## src/rtl/pipe_stage_skid.sv

```systemverilog
// rtl/pipe_stage_skid.sv - two-entry skid-buffer pipeline stage register with flush
module pipe_stage_skid #(
  parameter int DATA_W            = 32,
  parameter int CTRL_W            = 8,
  parameter bit CLR_DATA_ON_FLUSH = 1'b1
) (
  input  logic              clk,
  input  logic              reset,
  input  logic              flush,
  input  logic              in_valid,
  output logic              in_ready,
  input  logic [DATA_W-1:0] in_data,
  input  logic [CTRL_W-1:0] in_ctrl,
  output logic              out_valid,
  input  logic              out_ready,
  output logic [DATA_W-1:0] out_data,
  output logic [CTRL_W-1:0] out_ctrl,
  output logic [1:0]        occupancy
);

  typedef enum logic [1:0] {
    EMPTY = 2'd0,
    ONE   = 2'd1,
    TWO   = 2'd2
  } state_t;

  state_t            state;
  logic [DATA_W-1:0] main_data;
  logic [CTRL_W-1:0] main_ctrl;
  logic [DATA_W-1:0] skid_data;
  logic [CTRL_W-1:0] skid_ctrl;
  logic              in_ready_q;
  logic              out_valid_q;

  logic in_xfer;
  logic out_xfer;

  // Handshakes are qualified by the registered flags only, so ready never depends on out_ready.
  assign in_xfer  = in_valid & in_ready_q;
  assign out_xfer = out_valid_q & out_ready;

  // All outputs come straight from registers.
  assign in_ready  = in_ready_q;
  assign out_valid = out_valid_q;
  assign out_data  = main_data;
  assign out_ctrl  = main_ctrl;
  assign occupancy = state;

  // Stage state machine; main always holds the oldest entry, skid the younger one.
  always_ff @(negedge clk or negedge reset) begin
    if (!reset) begin
      state       <= EMPTY;
      main_data   <= '0;
      main_ctrl   <= '0;
      skid_data   <= '0;
      skid_ctrl   <= '0;
      in_ready_q  <= 1'b0;
      out_valid_q <= 1'b0;
    end else if (flush) begin
      // Flush wins over an incoming entry; the head may still be consumed this edge.
      state       <= EMPTY;
      main_ctrl   <= '0;
      skid_ctrl   <= '0;
      in_ready_q  <= 1'b1;
      out_valid_q <= 1'b0;
      if (CLR_DATA_ON_FLUSH) begin
        main_data <= '0;
        skid_data <= '0;
      end
    end else begin
      case (state)
        EMPTY: begin
          // First edge after reset release only raises in_ready.
          in_ready_q <= 1'b1;
          if (in_xfer) begin
            main_data   <= in_data;
            main_ctrl   <= in_ctrl;
            out_valid_q <= 1'b1;
            state       <= ONE;
          end
        end
        ONE: begin
          if (in_xfer && out_xfer) begin
            main_data <= in_data;
            main_ctrl <= in_ctrl;
          end else if (in_xfer) begin
            skid_data  <= in_data;
            skid_ctrl  <= in_ctrl;
            in_ready_q <= 1'b0;
            state      <= TWO;
          end else if (out_xfer) begin
            // Bubble: control reads zero so downstream sees a NOP.
            main_ctrl   <= '0;
            out_valid_q <= 1'b0;
            state       <= EMPTY;
          end
        end
        TWO: begin
          if (out_xfer) begin
            main_data  <= skid_data;
            main_ctrl  <= skid_ctrl;
            skid_ctrl  <= '0;
            in_ready_q <= 1'b1;
            state      <= ONE;
          end
        end
        default: begin
          state       <= EMPTY;
          main_ctrl   <= '0;
          skid_ctrl   <= '0;
          in_ready_q  <= 1'b1;
          out_valid_q <= 1'b0;
        end
      endcase
    end
  end

endmodule

```

## config.mk

```make
export PLATFORM = sky130hd
export DESIGN_NAME = pipe_stage_skid
export DESIGN_NICKNAME = d
export VERILOG_FILES = /design/src/rtl/pipe_stage_skid.sv
export SDC_FILE = /design/constraint.sdc
export NUM_CORES = 1
export LEC_CHECK = 0
export CAP_MARGIN = 0
export CORE_MARGIN = 3
export CORE_UTILIZATION = 39
export DETAILED_ROUTE_END_ITERATION = 7
export DONT_BUFFER_PORTS = 1
export GPL_TIMING_DRIVEN = 0
export PLACE_DENSITY = 0.51
export SLEW_MARGIN = 40
export SYNTH_ARGS = -nofsm -noshare
export SYNTH_HDL_FRONTEND = slang
export SYNTH_SLANG_ARGS = --single-unit
```

## constraint.sdc

```tcl
create_clock -name clk -period 2.9 [get_ports clk]
set_clock_uncertainty 0.1 [all_clocks]
set_input_delay 0.145 -clock clk [delete_from_list [all_inputs] [get_ports clk]]
set_output_delay 0.145 -clock clk [all_outputs]
set_load 0.03 [all_outputs]
```

==> metrics.yaml <==
wl_per_cell_um: 18.8
cp.arrival_ps: 2530
clk_pin_slew_worst_paths_ps: 60
multi_input_area_mm2: 0.00167
finalWeightedCongestion: 0.809
layout-drive-gt1-share_pct: 10.5
syn_nets: 404
grt_pass1_vias: 2865
endpoint: "in_ready"
die_area_mm2: 0.0112
rows: 35
grt_max_degree: 85
dr.pass1.iters: 4
clk_path_buf_depth: 2
cts_buffers: 9
htree_levels: 3
rr_endpoint: "out_data[16]$_DFFE_NN0P_"
num_antenna_cells: 0
die_w_um: 106
drtIter0Drc: 82
synthCells: 355
synth_cell_type_count: 36
total_power_uw: 4370
place_hpwl_um: 6310
worstPathMaxFanout: 8
vias: 2739
synth.avg_cell_area_um2: 11.0
routed_wirelength_um: 9410
worstSetupPathType: "reg2out"
synth-main-ff-cell: "dfrtn_1"
grtUsageMet2_pct: 28.6
syn_area_mm2: 0.00390
overflow: 0
reg2reg_from: "occupancy[0]$_DFFE_NN0P_"
cts-root-buf: "clkbuf_8"
vias_per_cell: 5.48
reg2reg_depth: 6
tightest_slew_ps: 824
final_core_util_pct: 45.1
rsz0062_at_grt: "false"
slew_headroom_pct: 45.1
nets: 415
grt_pass1_wl_um: 15600
worst_hold_path_type: "reg2reg"
cp.depth: 0
drc: 0
p_per_area_mw_per_mm2: 1020
core_area_mm2: 0.00946
startpoint: "in_ready$_DFFE_NN0P_"
peakVddDrop_mv: 0.386
start_util_pct: 41.2
numClockSinks: 84
syn_to_final_growth_pct: 9.43
ys_async_sr_fraction_pct: 100
mostFrequentLayoutCell: "dfrtn_1"
drv_slew: 0
r2r_setup_slack_ps: 270
use_met1_pct: 22.9
p_leak_uw: 0.00174
port_buffers: 0
register_area_mm2: 0.00210
fin_worst_hold_slack_ps: 397
final_cell_mix: "dfrtn_1 (84), nand2_1 (67), a21oi_1 (42)"
antenna_left: 0
yosysWarnings: 0
synth-edff-count: 0
worstSetupStartpointType: "flop"
postCtsHoldBufs: 0
synth-seq-cells: 84
fp.dieH_um: 106
pin_count: 89
antenna_found_initial: 0
required_ps: 2650
clk_latency_ps: 340
ys_seq_area_share_pct: 53.9
finalSetupViolations: 0
end_kind: "primary output"
cts_tree: "built"
grt_util_met3_pct: 5.59
groute.usage.overall_pct: 17.7
status: "finished, final reports clean"
n_fill_cell: 940
maxCapViolCount: 0
top_usage_layer: "met2"
hold_viol: 0
==> sequential cells by signal, indices dropped and copies added, names as in the netlist <==
signal and cells:
out_data 32, skid_data 32, out_ctrl 8, skid_ctrl 8, occupancy 2, in_ready 1
out_valid 1
==> where the power goes <==
part	switching (uW)	leakage, uW	internal [uW]	total [uW]
registers	798	0.00113	1520	2320
clock network	430	0.0000918	423	853
logic	715	0.000515	487	1200
total	1940	0.00174	2430	4370
==> through the flow <==
stage | cell area [um2] | TNS, ps | setup WS, ps | cells
6_report | 4270 | 0 | 127 | 500
5_1_grt | 4270 | 0 | 41.5 | 500
4_1_cts | 4270 | 0 | 48.7 | 500
3_5_place_dp | 4060 | -9800 | -339 | 484
3_3_place_gp | 4060 | -8610 | -319 | 484
2_1_floorplan | 3900 | 0 | 93.3 | 355
==> layer usage <==
metal	share of wire [%]	wire, um	vias up
li1	-	-	1305
met4	1.3	123	0
met1	44	4120	1355
met5	0	0	-
met3	6.7	628	12
met2	48	4540	67
==> Yosys cell counts, types with 2 or more instances <==
cell type  count  area share [%]
dfrtn_1       84              54
nand2_1       67             6.4
a21oi_1       42             5.4
mux2i_1       34             8.7
o2bb2ai_1     22             4.9
clkbuf_1      18             1.7
a22o_1        16             3.6
o21ai_0       10             1.3
o2bb2ai_2     10             3.8
nand4_1        8             1.3
nor2_1         6            0.58
ha_1           4             1.3
buf_2          3            0.38
buf_6          3            0.87
inv_1          3            0.29
a21boi_0       2            0.38
and2_1         2            0.32
nand3_1        2            0.26
nor3_1         2            0.26
==> what timing repair did <==
action | in CTS | in global routing
gates resized for setup | 0 | 4
setup endpoints to repair | 0 | 20
buffers inserted | 0 | 0
==> cell families (layout without fill, tap and decap cells) <==
logic type | after synthesis | after routing | share of synthesized area, %
AOI/OAI and AO/OA | 112 | 112 | 22.4
adders and majority gates | 4 | 4 | 1.28
buffers and inverters | 28 | 44 | 3.37
DFF | 84 | 84 | 53.9
muxes | 34 | 34 | 8.72
and+or+nand+nor | 93 | 93 | 10.4
==> final cells by class <==
cell class / count / share of cell area, %
sequential: 84 / 49.2
multi-input combinational: 243 / 39.1
tap: 129 / 3.78
clock buffer: 11 / 3.31
buffer: 25 / 2.90
clock inverter: 5 / 1.44
inverter: 3 / 0.264
==> how the worst min path moves through the flow <==
| stage | slack (ps) | start | to | cells after the start |
|---|---|---|---|---|
| final | 400 | skid_data[5]$_DFFE_NN0P_ | out_data[5]$_DFFE_NN0P_ | 2 |
| after CTS | 410 | skid_data[0]$_DFFE_NN0P_ | out_data[0]$_DFFE_NN0P_ | 2 |
| after global placement | 400 | skid_data[28]$_DFFE_NN0P_ | skid_data[28]$_DFFE_NN0P_ | 2 |
| after global routing | 420 | skid_data[0]$_DFFE_NN0P_ | out_data[0]$_DFFE_NN0P_ | 2 |
| after floorplan | 380 | skid_data[7]$_DFFE_NN0P_ | out_data[7]$_DFFE_NN0P_ | 2 |
| after detailed placement | 410 | skid_data[25]$_DFFE_NN0P_ | out_data[25]$_DFFE_NN0P_ | 2 |
(Power assumes the default switching activity.)
